--- src/rtl/kinase_valve_sequencer_if.sv ---
// Command port of the kinase valve sequencer: valid/ready handshake with
// a 2-bit opcode and a 17-bit argument.
interface kinase_valve_sequencer_if;
  logic        cmd_valid;
  logic        cmd_ready;
  logic [1:0]  cmd_op;
  logic [16:0] cmd_arg;

  modport master (output cmd_valid, output cmd_op, output cmd_arg, input cmd_ready);
  modport slave  (input cmd_valid, input cmd_op, input cmd_arg, output cmd_ready);
endinterface

--- src/rtl/kinase_valve_sequencer.sv ---
// kinase_valve_sequencer: drives the kinase_activity_2 pneumatic control
// pads. Commands (SET_VALVES, PUMP_A, PUMP_B, WAIT) arrive on a valid/ready
// port. Each command is then played out as a timed valve pattern or as a
// series of peristaltic phase steps. An output bit of 1 means the line is
// pressurised, so the valve is closed.
// Optional feature: define KINASE_PUMP_REVERSE_EN to let cmd_arg[16] reverse
// the pump phase order. When it is undefined, pumps always run forward.
module kinase_valve_sequencer #(
  parameter int PHASE_CYCLES  = 1000,
  parameter int SETTLE_CYCLES = 5000,
  parameter int CNT_W         = 16
) (
  input  logic                     clk,
  input  logic                     rst_n,
  kinase_valve_sequencer_if.slave  cmd,
  input  logic                     abort,
  output logic                     busy,
  output logic                     done,
  output logic [12:0]              ctrl_a,
  output logic [3:0]               ctrl_s,
  output logic [2:0]               pump_a,
  output logic [1:0]               pump_b
);

  localparam int SW = $clog2(SETTLE_CYCLES + 1);
  localparam int RW = (CNT_W > SW) ? CNT_W : SW;
  localparam int PW = $clog2(PHASE_CYCLES + 1);

  localparam logic [1:0] OP_SET    = 2'd0;
  localparam logic [1:0] OP_PUMP_A = 2'd1;
  localparam logic [1:0] OP_PUMP_B = 2'd2;

  typedef enum logic [2:0] {IDLE, SETTLE, PUMP_A, PUMP_B, WAIT} state_t;

  state_t           state;
  logic [RW-1:0]    rem;        // cycles left in SETTLE/WAIT, minus one
  logic [PW-1:0]    phase_cnt;  // cycles left in the current phase, minus one
  logic [1:0]       phase;      // phase index within the current stroke
  logic [CNT_W-1:0] strokes;    // strokes remaining after the current one
  logic             rev;        // reversed phase order for this command
  logic             arg_rev;
  logic [CNT_W-1:0] cmd_count;
  logic             accept;

`ifdef KINASE_PUMP_REVERSE_EN
  assign arg_rev = cmd.cmd_arg[16];
`else
  assign arg_rev = 1'b0;
`endif

  assign cmd_count = cmd.cmd_arg[CNT_W-1:0];
  // Abort takes priority, so a command offered in the same cycle is dropped.
  assign accept    = cmd.cmd_valid && cmd.cmd_ready && !abort;

  function automatic logic [2:0] pat_a(input logic [1:0] ph, input logic r);
    logic [1:0] idx;
    idx = r ? (2'd2 - ph) : ph;
    case (idx)
      2'd0:    pat_a = 3'b110;
      2'd1:    pat_a = 3'b101;
      default: pat_a = 3'b011;
    endcase
  endfunction

  function automatic logic [1:0] pat_b(input logic ph, input logic r);
    pat_b = (ph ^ r) ? 2'b01 : 2'b10;
  endfunction

  // Command FSM. All outputs are registered and move together with the state.
  always_ff @(posedge clk or negedge rst_n) begin
    if (!rst_n) begin
      state         <= IDLE;
      cmd.cmd_ready <= 1'b1;
      busy          <= 1'b0;
      done          <= 1'b0;
      ctrl_a        <= '0;
      ctrl_s        <= '0;
      pump_a        <= 3'b111;
      pump_b        <= 2'b11;
      rem           <= '0;
      phase_cnt     <= '0;
      phase         <= '0;
      strokes       <= '0;
      rev           <= 1'b0;
    end else begin
      done <= 1'b0;
      if (state == IDLE) begin
        if (accept) begin
          cmd.cmd_ready <= 1'b0;
          busy          <= 1'b1;
          rev           <= arg_rev;
          phase         <= 2'd0;
          phase_cnt     <= PW'(PHASE_CYCLES - 1);
          strokes       <= cmd_count - CNT_W'(1);
          rem           <= '0;
          case (cmd.cmd_op)
            OP_SET: begin
              ctrl_a <= cmd.cmd_arg[12:0];
              ctrl_s <= cmd.cmd_arg[16:13];
              rem    <= RW'(SETTLE_CYCLES - 1);
              state  <= SETTLE;
            end
            OP_PUMP_A: begin
              // A zero-stroke pump behaves as a one-cycle wait.
              if (cmd_count == '0) state <= WAIT;
              else begin
                state  <= PUMP_A;
                pump_a <= pat_a(2'd0, arg_rev);
              end
            end
            OP_PUMP_B: begin
              if (cmd_count == '0) state <= WAIT;
              else begin
                state  <= PUMP_B;
                pump_b <= pat_b(1'b0, arg_rev);
              end
            end
            default: begin
              state <= WAIT;
              if (cmd_count != '0) rem <= RW'(cmd_count) - RW'(1);
            end
          endcase
        end
      end else if (abort) begin
        state         <= IDLE;
        cmd.cmd_ready <= 1'b1;
        busy          <= 1'b0;
        pump_a        <= 3'b111;
        pump_b        <= 2'b11;
      end else begin
        case (state)
          SETTLE, WAIT: begin
            if (rem == '0) begin
              state         <= IDLE;
              cmd.cmd_ready <= 1'b1;
              busy          <= 1'b0;
              done          <= 1'b1;
            end else begin
              rem <= rem - RW'(1);
            end
          end
          PUMP_A: begin
            if (phase_cnt != '0) phase_cnt <= phase_cnt - PW'(1);
            else if (phase != 2'd2) begin
              phase     <= phase + 2'd1;
              phase_cnt <= PW'(PHASE_CYCLES - 1);
              pump_a    <= pat_a(phase + 2'd1, rev);
            end else if (strokes != '0) begin
              strokes   <= strokes - CNT_W'(1);
              phase     <= 2'd0;
              phase_cnt <= PW'(PHASE_CYCLES - 1);
              pump_a    <= pat_a(2'd0, rev);
            end else begin
              state         <= IDLE;
              cmd.cmd_ready <= 1'b1;
              busy          <= 1'b0;
              done          <= 1'b1;
              pump_a        <= 3'b111;
            end
          end
          PUMP_B: begin
            if (phase_cnt != '0) phase_cnt <= phase_cnt - PW'(1);
            else if (phase == 2'd0) begin
              phase     <= 2'd1;
              phase_cnt <= PW'(PHASE_CYCLES - 1);
              pump_b    <= pat_b(1'b1, rev);
            end else if (strokes != '0) begin
              strokes   <= strokes - CNT_W'(1);
              phase     <= 2'd0;
              phase_cnt <= PW'(PHASE_CYCLES - 1);
              pump_b    <= pat_b(1'b0, rev);
            end else begin
              state         <= IDLE;
              cmd.cmd_ready <= 1'b1;
              busy          <= 1'b0;
              done          <= 1'b1;
              pump_b        <= 2'b11;
            end
          end
          default: begin
            state         <= IDLE;
            cmd.cmd_ready <= 1'b1;
            busy          <= 1'b0;
          end
        endcase
      end
    end
  end

endmodule

--- src/flat_wrapper.sv ---
// flat-port wrapper written by rule: the top's interface ports become plain ports
module kinase_valve_sequencer_flat 
#(
  parameter int PHASE_CYCLES  = 1000,
  parameter int SETTLE_CYCLES = 5000,
  parameter int CNT_W         = 16
)
  (clk, rst_n, abort, busy, done, ctrl_a, ctrl_s, pump_a, pump_b, cmd_cmd_valid, cmd_cmd_op, cmd_cmd_arg, cmd_cmd_ready);
  kinase_valve_sequencer_if cmd_i ();
  input  logic clk;
  input  logic rst_n;
  input  logic abort;
  output logic busy;
  output logic done;
  output logic [12:0] ctrl_a;
  output logic [3:0] ctrl_s;
  output logic [2:0] pump_a;
  output logic [1:0] pump_b;
  input wire logic [$bits(cmd_i.cmd_valid)-1:0] cmd_cmd_valid;
  input wire logic [$bits(cmd_i.cmd_op)-1:0] cmd_cmd_op;
  input wire logic [$bits(cmd_i.cmd_arg)-1:0] cmd_cmd_arg;
  output wire logic [$bits(cmd_i.cmd_ready)-1:0] cmd_cmd_ready;
  assign cmd_i.cmd_valid = cmd_cmd_valid;
  assign cmd_i.cmd_op = cmd_cmd_op;
  assign cmd_i.cmd_arg = cmd_cmd_arg;
  assign cmd_cmd_ready = cmd_i.cmd_ready;
  kinase_valve_sequencer #(.PHASE_CYCLES(PHASE_CYCLES), .SETTLE_CYCLES(SETTLE_CYCLES), .CNT_W(CNT_W)) u_core (.clk(clk), .rst_n(rst_n), .cmd(cmd_i), .abort(abort), .busy(busy), .done(done), .ctrl_a(ctrl_a), .ctrl_s(ctrl_s), .pump_a(pump_a), .pump_b(pump_b));
endmodule
--- config.mk ---
export PLATFORM = sky130hd
export DESIGN_NAME = kinase_valve_sequencer_flat
export DESIGN_NICKNAME = d
export VERILOG_FILES = /design/src/rtl/kinase_valve_sequencer_if.sv /design/src/rtl/kinase_valve_sequencer.sv /design/src/flat_wrapper.sv
export SDC_FILE = /design/constraint.sdc
export NUM_CORES = 1
export LEC_CHECK = 0
export CAP_MARGIN = 20
export CORE_MARGIN = 1
export CORE_UTILIZATION = 60
export CTS_CLUSTER_DIAMETER = 40
export DETAILED_ROUTE_END_ITERATION = 8
export PLACE_DENSITY_LB_ADDON = 0.05
export SYNTH_ARGS = -nofsm -noshare
export SYNTH_HDL_FRONTEND = slang
export SYNTH_SLANG_ARGS = --single-unit
export TNS_END_PERCENT = 5
--- constraint.sdc ---
create_clock -name clk -period 5.5 [get_ports clk]
set_clock_uncertainty 0.2 [all_clocks]
set_input_delay 1.1 -clock clk [delete_from_list [all_inputs] [get_ports clk]]
set_output_delay 1.1 -clock clk [all_outputs]
set_load 0.02 [all_outputs]
* Word level (Yosys, flattened, before mapping) *
Cells that the tools add are included.

storage, ports and cells
  bits in registers = 72
  bits of input ports = 23
  output and inout bits = 25
  word-level logic and storage cells = 162

operators by class
  $add $sub $neg = 5
  eq/ne operators = 24
  multiplexer cells = 95
  reductions and logical operators = 26

operator list
  operator                                                count
  2-to-1 mux 16 bit                                       14
  2-to-1 mux 10 bit                                       8
  one-hot mux 16 bit (2 select lines)                     2
  2-to-1 mux 3 bit                                        19
  subtractor 16 x 1 -> 16 bit (second input constant)     3
  logical NOT 16 bit                                      2
  2-to-1 mux 2 bit                                        16
  nonzero test 16 bit                                     2
  2-to-1 mux 1 bit                                        28
  one-hot mux 10 bit (2 select lines)                     1
  one-hot mux 3 bit (3 select lines)                      2
  inequality test 4 x 3 -> 1 bit (second input constant)  4
  inequality test 3 x 2 -> 1 bit (second input constant)  5
  AND reduction 5 bit                                     3
  nonzero test 10 bit                                     1
  subtractor 10 x 1 -> 10 bit (second input constant)     1
  one-hot mux 1 bit (3 select lines)                      3
  nonzero test 3 bit                                      3
  inequality test 2 bit (second input constant)           4
  AND reduction 7 bit                                     1
  == test 3 x 2 -> 1 bit (second input constant)          2
  logical NOT 2 bit                                       3
  inequality test 2 x 1 -> 1 bit (second input constant)  3
  one-hot mux 3 bit (2 select lines)                      1
  15 further kinds                                        19

* Depth between registers and ports, before layout *
Gate-level depths: netlist of run 1.

  depth in word-level cells = 8
  mapped depth = 8
  gate-level depth less buffers = 8

* Least setup slack after synthesis of run 1 *
No wires, ideal clock.

  kind = input port to flip-flop
  from = input port cmd_cmd_arg[5]
  to = register u_core.rem[4]
  library setup time = 126 ps
  arrival = 2,718 ps
  required time = 5,174 ps
  path slack = 2,456 ps
  stages = 6
  buffers on the path = 1
  cell sequence = nor4_2 > nand4b_1 > o21ai_1 > clkbuf_1 > nor2_1 > o32a_1

between the ends
  longest elaborated chain between the ends = 5

RTL lines
  element                              RTL line                       source
  start, declared                      flat_wrapper.sv:21             input wire logic [$bits(cmd_i.cmd_arg)-1:0] cmd_cmd_arg;
  nonzero test 16 bit                  kinase_valve_sequencer.sv:120  if (cmd_count != '0) rem <= RW'(cmd_count) - RW'(1);
  2-to-1 mux 16 bit                    kinase_valve_sequencer.sv:120
  one-hot mux 16 bit (2 select lines)  kinase_valve_sequencer.sv:96   case (cmd.cmd_op)
  2-to-1 mux 16 bit                    kinase_valve_sequencer.sv:88   if (accept) begin
  2-to-1 mux 16 bit                    kinase_valve_sequencer.sv:87   if (state == IDLE) begin
  end signal, assigned                 kinase_valve_sequencer.sv:100  rem <= RW'(SETTLE_CYCLES - 1);
  end signal, assigned                 kinase_valve_sequencer.sv:120
  end signal, assigned                 kinase_valve_sequencer.sv:139  rem <= rem - RW'(1);
  end, declared                        kinase_valve_sequencer.sv:36   logic [RW-1:0] rem;

Every way passes these cells. The select of a mux whose other input is x is not followed.
A chain may end at the register's enable or synchronous reset.

* Worst setup path in the final report of run 1 *
  from = input port cmd_cmd_arg[3]
  to = register u_core.rem[11]

between the ends
  longest elaborated chain between the ends = 5
  elaborated cells on any way between the ends = 6
  classes of those cells = add/sub (1); mux (4); reduce/logical (1)

RTL lines
  element                                                             RTL line
  subtractor 16 x 1 -> 16 bit or nonzero test 16 bit (tied branches)  kinase_valve_sequencer.sv:120
  2-to-1 mux 16 bit *                                                 kinase_valve_sequencer.sv:120
  one-hot mux 16 bit (2 select lines) *                               kinase_valve_sequencer.sv:96
  2-to-1 mux 16 bit *                                                 kinase_valve_sequencer.sv:88
  2-to-1 mux 16 bit *                                                 kinase_valve_sequencer.sv:87

Mark *: on every way between the ends. The rest lies on a longest branch, timed or not. The select of a mux whose other input is x is not followed.

==> results by group, run 1 <==
Floorplanning
  • Core Box Area: 0.00687 mm2
  • Row count: 30
  • Die area: 0.00757 mm2
  • I/O pins: 48
  • Die width: 87.0 um
  • Effective utilization at floorplan: 63.1%
  • Die height: 87.0 um

Placement
  • Number of I/O port buffers: 47
  • Gpl congestion: 0.932
  • Hpwl dp: 7780 um
  • Placed Area: 0.00487 mm2

STA
  • Fin. max-slew vios: 0
  • Setup Viol. Count Final: 0
  • Final Hold Viols: 0
  • F_max: 0.268 GHz
  • Fin crit period: 3.73 ns
  • Period utilization: 67.9%
  • Max_slew headroom: 45.7%
  • RSZ-0062 raised after global routing: no
  • Worst slew pin tran: 0.809 ns
  • WHS: 0.272 ns
  • Setup TNS: 0 ns

Logic synthesis
  • Register area share after synthesis: 41.7%
  • Ys flop type: dfrtp_1
  • Synth Instances: 483
  • Yosys warnings: 0
  • #FFs+latches synth: 72
  • Post-synth ARST share: 100%
  • Synthesized cell area: 0.00433 mm2
  • Synth unique cells: 70
  • EDFF count, synth: 0
  • Syn Area/Cell: 8.97 um2
  • Post-Syn Nets: 514

Final layout
  • # fillers: 526
  • FF+latch area: 0.00181 mm2
  • Final net count: 558
  • # diodes: 0
  • Multi-input logic area: 0.00240 mm2
  • Layout cells sized above 1: 9.77%
  • Most frequent cells in the layout: dfrtp_1, nor2_1, clkdlybuf4s50_1, nand2_1, a21oi_1
  • Final Instance Area: 0.00508 mm2
  • Most common cell after layout, fill and taps aside: dfrtp_1
  • Area Overhead vs Synth: 17.3%

Critical path
  • Startpoint Class: primary input
  • Kind of cell adding the most delay to the critical path: compound AO/OA/AOI/OAI gates
  • Crit. End Element: flip-flop
  • Crit path kind: in2reg
  • Crit path buf inv count: 1
  • Worst-path maximum fanout: 12
  • Required @ worst endpoint: 5.52 ns
  • Max incr delay on CP: 0.72 ns
  • Cell Chain, Critical Path: clkdlybuf4s50_1, nor4_2, nand4b_1, o21ai_1, a21oi_1, a32oi_1, o21ai_0
  • Crit path DAT: 3.76 ns
  • CP max stage cell: o21ai_1

CTS
  • Setup bufs post-CTS: 0
  • Cts repair resizes: 0
  • CTS Root Cell: clkbuf_8
  • Max Root-Sink Buffers: 2
  • Worst-path clk slew: 0.08 ns
  • H-tree depth: 3
  • Skew-Pair Late Insertion Delay: 0.35 ns
  • TritonCTS Buffers: 9
  • CTS tree: done
  • Clock tree sinks: 72
  • Hold_buf cts: 0

GRT
  • GRT Residual Overflow: 0
  • Largest net degree at the start of global routing: 47
  • Antenna violations before repair: 0
  • First-pass GRT wire length: 18500 um
  • GR Util All Layers: 31.9%
  • Vias in the first global route: 3826

Pwr
  • Lkg Pwr: 0.00204 uW
  • Power per cell area: 531 mW/mm2
  • Final Power: 2700 uW
  • Peak VDD IR: 0.274 mV

Hold path
  • Hold Crit Class: reg2reg

Route
  • WL met2: 5190 um
  • Routed vias: 4020
  • Post-route ant nets: 0
  • DRT iter0 DRCs: 288
  • Vias per cell: 6.40
  • Drt first pass iters: 5
  • Total routed wirelength: 11100 um
  • Total length of routed met3 wires: 676 um
  • M1 WL: 4890 um
  • Highest Signal Layer: met4
  • Wire per inst: 17.6 um
  • Number of remaining DRC errors: 0

Status
  • Outcome: finished, final reports clean

Run
  • Maxcap violations: 0
[where the power goes]
| group | total, uW | internal, uW | switching, uW |
|---|---|---|---|
| clock | 414 | 220 | 194 |
| sequential | 985 | 762 | 223 |
| combinational | 1300 | 565 | 738 |
[sequential cells by signal, summed over array words and instances (netlist names), 2 cells and up]
name,cells
u_core.phase_cnt,10
u_core.ctrl_s,4
u_core.ctrl_a,13
u_core.pump_a,3
u_core.pump_b,2
u_core.state,3
u_core.phase,2
u_core.strokes,16
u_core.rem,16
[area by class of cell]
type	count	share of cell area, %
Multi-Input combinational cell	378	47.1
Tap cell	96	2.36
Clock inverter	4	0.886
Inverter	14	1.03
Clock buffer	12	2.85
Sequential cell	72	35.6
Timing Repair Buffer	52	10.1
[metrics by stage]
stage | cells | util [%] | setup WS (ns)
floorplan | 483 | - | 2.46
global route | 628 | 74.0 | 1.57
finish | 628 | 74.0 | 1.77
global placement | 611 | 71.0 | 1.54
CTS | 627 | 73.7 | 1.81
detailed placement | 611 | 71.0 | 1.44
[logic make-up after synthesis]
group	Yosys count	share of synthesized area, %
AND/OR/NAND/NOR	202	23.3
AO/OA/AOI/OAI	127	19.8
flip-flops	72	41.7
buffers and inverters	33	3.06
multiplexers	23	6.12
XOR/XNOR	18	3.64
adder cells (fa/ha/maj)	8	2.31
[cell usage after synthesis (4+ instances only)]
master | n | area, um2
a21o_1 | 4 | 30.0
a21oi_1 | 28 | 140
a22o_1 | 7 | 61.3
a32oi_1 | 4 | 35.0
clkbuf_1 | 17 | 63.8
dfrtp_1 | 66 | 1650
dfstp_2 | 6 | 158
ha_1 | 8 | 100
inv_1 | 13 | 48.8
mux2_1 | 6 | 67.6
mux2_2 | 10 | 113
mux2i_1 | 4 | 40.0
nand2_1 | 41 | 154
nand3_1 | 17 | 85.1
nand4_1 | 4 | 25.0
nand4b_1 | 5 | 43.8
nor2_1 | 64 | 240
nor3_1 | 20 | 100
nor3b_1 | 4 | 30.0
nor4_1 | 12 | 75.1
o21a_1 | 4 | 30.0
o21ai_0 | 17 | 85.1
o21ai_1 | 19 | 95.1
o32a_1 | 4 | 40.0
xnor2_1 | 9 | 78.8
xor2_1 | 9 | 78.8
[worst paths after layout]
| kind | from | to | slack, ns | cells after the start |
|---|---|---|---|---|
| max in group asynchronous | rst_n | u_core.ctrl_a[0] | 4.01 | 2 |
| min reg2reg | u_core.pump_a[0] | u_core.pump_a[0] | 0.27 | 2 |
| max | cmd_cmd_arg[3] | u_core.rem[11] | 1.77 | 7 |
| min in group asynchronous | rst_n | u_core.phase_cnt[9] | 0.43 | 1 |
| max reg2reg | u_core.state[1] | u_core.strokes[15] | 2.19 | 7 |
| min | u_core.pump_a[0] | u_core.pump_a[0] | 0.27 | 2 |
[tightest hold or removal path: stages, from the launching register on]
cell     delay, ns
dfstp_2       0.37
inv_1         0.04
o21ai_1       0.06
[routing by layer]
| layer | track usage (%) | vias up |
|---|---|---|
| li1 | - | 1864 |
| met1 | 43.4 | 1937 |
| met2 | 50.6 | 191 |
| met3 | 4.17 | 28 |
| met4 | 14.8 | 0 |
| met5 | 0 | - |
No activity file was read; power rests on OpenSTA's default activity.
==> run 2, diff against run 1 <==
CORE_UTILIZATION = 51   (was 60)
clock period = 3.1 ns   (was 5.5 ns; I/O delays follow)
==> run 2 against run 1 <==
Effect of this change: via count is 1.2% lower; final cell count is 4.0% higher; global-route usage is 3.6 points lower; sequential power up 78%; core utilization down 10 points; setup slack got worse by 1.6 ns; non-clock buffer count rose by 17; critical path depth decreased by 1; final area up 2.9%; critical endpoint is now u_core.state[0]; critical path type is now reg2reg; largest power group unchanged; register-to-register slack lost 2.0 ns; total power up 80%; largest cell class unchanged; clock power grew 81%.
==> results by group, run 2 (synthesis gave the netlist of run 1 again) <==
STA
  • Worst slew pin tran: 0.761 ns (was 0.809 ns)
  • Final Hold Viols: 0 (unchanged)
  • F_max: 0.341 GHz
  • Max_slew headroom: 48.9% (was 45.7%)
  • Setup ws final: 0.171 ns (was 1.77 ns)
  • Fin crit period: 2.93 ns
  • Fin. max-slew vios: 0 (unchanged)
  • Setup Viol. Count Final: 0 (unchanged)
  • Setup TNS: 0 ns (unchanged)
  • Period utilization: 94.5%
  • RSZ-0062 raised after global routing: no (unchanged)

Route
  • Number of remaining DRC errors: 0 (unchanged)
  • Vias per cell: 6.08 (was 6.40)
  • Routed vias: 3973 (was 4020)
  • DRT iter0 DRCs: 293 (was 288)
  • Wire per inst: 17.7 um (was 17.6 um)
  • Total routed wirelength: 11600 um (was 11100 um)
  • Drt first pass iters: 6 (was 5)
  • Post-route ant nets: 0 (unchanged)

CTS
  • H-tree depth: 3 (unchanged)
  • Worst-path clk slew: 0.08 ns (about the same)
  • Skew-Pair Late Insertion Delay: 0.36 ns (was 0.35 ns)
  • Clock tree sinks: 72 (unchanged)
  • Hold_buf cts: 0 (unchanged)
  • TritonCTS Buffers: 9 (unchanged)
  • Max Root-Sink Buffers: 2 (unchanged)
  • CTS Root Cell: clkbuf_8 (unchanged)
  • CTS tree: done (unchanged)

Pwr
  • Reg power frac: 36.0% (was 36.5%)
  • Int Pwr: 2790 uW (was 1550 uW)
  • Sw Pwr: 2060 uW (was 1160 uW)
  • Logic pwr share: 48.6% (was 48.2%)
  • Clock group share of total power: 15.5% (was 15.3%)
  • Peak VDD IR: 0.539 mV (was 0.274 mV)
  • Lkg Pwr: 0.00211 uW (was 0.00204 uW)
  • Power per cell area: 928 mW/mm2 (was 531 mW/mm2)
  • Switching share of power: 42.5% (was 42.7%)

Floorplanning
  • Core Box Area: 0.00822 mm2 (was 0.00687 mm2)
  • Effective utilization at floorplan: 52.7% (was 63.1%)
  • Row count: 33 (was 30)
  • Die area: 0.00887 mm2 (was 0.00757 mm2)
  • I/O pins: 48 (unchanged)
  • Die width: 94.2 um (was 87.0 um)
  • Die height: 94.2 um (was 87.0 um)

Placement
  • Number of I/O port buffers: 47 (unchanged)
  • Gpl congestion: 0.865 (was 0.932)
  • Placed insts: 638 (was 611)
  • Pre-CTS setup slack: 0.108 ns (was 1.44 ns)
  • Hpwl dp: 8580 um (was 7780 um)

GRT
  • GRT Residual Overflow: 0 (unchanged)
  • First-pass GRT wire length: 19200 um (was 18500 um)
  • Largest net degree at the start of global routing: 29 (was 47)
  • Vias in the first global route: 3899 (was 3826)
  • Antenna violations before repair: 0 (unchanged)
  • GR Util All Layers: 28.2% (was 31.9%)

Critical path
  • Worst-path maximum fanout: 9 (was 12)
  • Crit. End Element: flip-flop (unchanged)
  • Reg2Reg Depth: 6 (was 7)
  • Crit path DAT: 2.97 ns (was 3.76 ns)
  • CP max stage cell: or4_4 (was o21ai_1)
  • Crit path kind: reg2reg (was in2reg)
  • Max incr delay on CP: 0.57 ns (was 0.72 ns)
  • Reg-to-Reg End: u_core.state[0] (was u_core.strokes[15])
  • Required @ worst endpoint: 3.14 ns (was 5.52 ns)
  • Startpoint Class: flip-flop (was primary input)
  • Stages on worst setup path: 6 (was 7)
  • Reg2reg start: u_core.rem[8] (was u_core.state[1])
  • Cell Chain, Critical Path: or4_4, or4b_4, o211a_1, a21oi_2, o21ai_2, mux2_4 (was clkdlybuf4s50_1, nor4_2, nand4b_1, o21ai_1, a21oi_1, a32oi_1, o21ai_0)
  • Crit path buf inv count: 0 (was 1)
  • Kind of cell adding the most delay to the critical path: simple AND/OR/NAND/NOR gates (was compound AO/OA/AOI/OAI gates)
  • R2r setup slk: 0.17 ns (was 2.19 ns)

Final layout
  • Area Overhead vs Synth: 20.7% (was 17.3%)
  • Layout cells sized above 1: 13.0% (was 9.77%)
  • Top Registers: u_core.rem: 16 flops, u_core.strokes: 16 flops, u_core.ctrl_a: 13 flops (unchanged)
  • Final net count: 575 (was 558)
  • # diodes: 0 (unchanged)
  • Final cell count without fillers: 653 (was 628)
  • Most common cell after layout, fill and taps aside: dfrtp_1 (unchanged)
  • Most frequent cells in the layout: dfrtp_1, nor2_1, clkdlybuf4s50_1, nand2_1, a21oi_1 (unchanged)

Hold path
  • Hold Crit Class: in2async (was reg2reg)

Status
  • Outcome: finished, final reports clean (unchanged)

Run
  • Maxcap violations: 0 (unchanged)
run 2: cell count changes in the layout (fill, tap and decap cells not counted):
cell and delta:
clkinv_2 -2, buf_4 +17, clkbuf_1 -2, clkinvlp_4 +3
nand2_2 +1, nand2_1 -1
run 2: worst register-to-register path, delay by kind of cell, from the launching register on:
kind               cells  cell delay, ns
AOI/OAI and AO/OA      3            0.73
DFF                    1            0.43
and+or+nand+nor        2            1.14
muxes                  1            0.32
run 2: area by class of cell:
type | instances | area [um2]
repair buffers | 69 | 643
well taps | 105 | 131
inverters | 14 | 52.6
multi-input cells | 378 | 2400
fillers | 721 | 2990
clock inverters | 5 | 57.6
clock buffers | 10 | 138
flip-flops and latches | 72 | 1810
run 2: how the worst max path moves through the flow:
stage,startpoint,end,slack [ns]
after CTS,u_core.rem[8],u_core.rem[14],0.09
after floorplan,u_core.rem[8],u_core.state[0],0.40
after global placement,cmd_cmd_arg[5],u_core.rem[12],0.16
final,u_core.rem[8],u_core.state[0],0.17
after global routing,u_core.rem[8],u_core.rem[2],0.09
after detailed placement,cmd_cmd_arg[5],u_core.rem[12],0.11
run 2: repair_timing:
action                     CTS  global route
gates resized for setup      0             1
setup buffers                0             0
setup endpoints to repair    0             1
run 2: metrics by stage:
stage / utilization, % / area (um2) / total power [uW] / hold slack (ns)
4_1_cts: 63.6 / 5230 / 4860 / 0.125
3_5_place_dp: 61.3 / 5030 / 4090 / 0.266
3_3_place_gp: 61.3 / 5030 / 4040 / 0.262
6_report: 63.7 / 5230 / 4860 / 0.106
2_1_floorplan: - / 4330 / 3260 / 0.124
5_1_grt: 63.7 / 5230 / 5210 / 0.149
run 2: power groups by stage:
stage,combinational (uW),clock [uW],sequential [uW]
after CTS,2360,765,1740
final,2360,751,1750
after detailed placement,2350,0,1750
after floorplan,1450,0,1810
after global routing,2600,805,1810
after global placement,2310,0,1730
run 2: routing by layer:
layer  part of all wire, %  GRT usage [%]  wire length, um  vias to the layer above
li1                      -              -                -                     1899
met1                    45           36.3             5180                     1888
met2                    48           46.8             5500                      163
met3                   5.0           4.77              575                       23
met4                   2.6           11.3              306                        0
met5                     0              0                0                        -
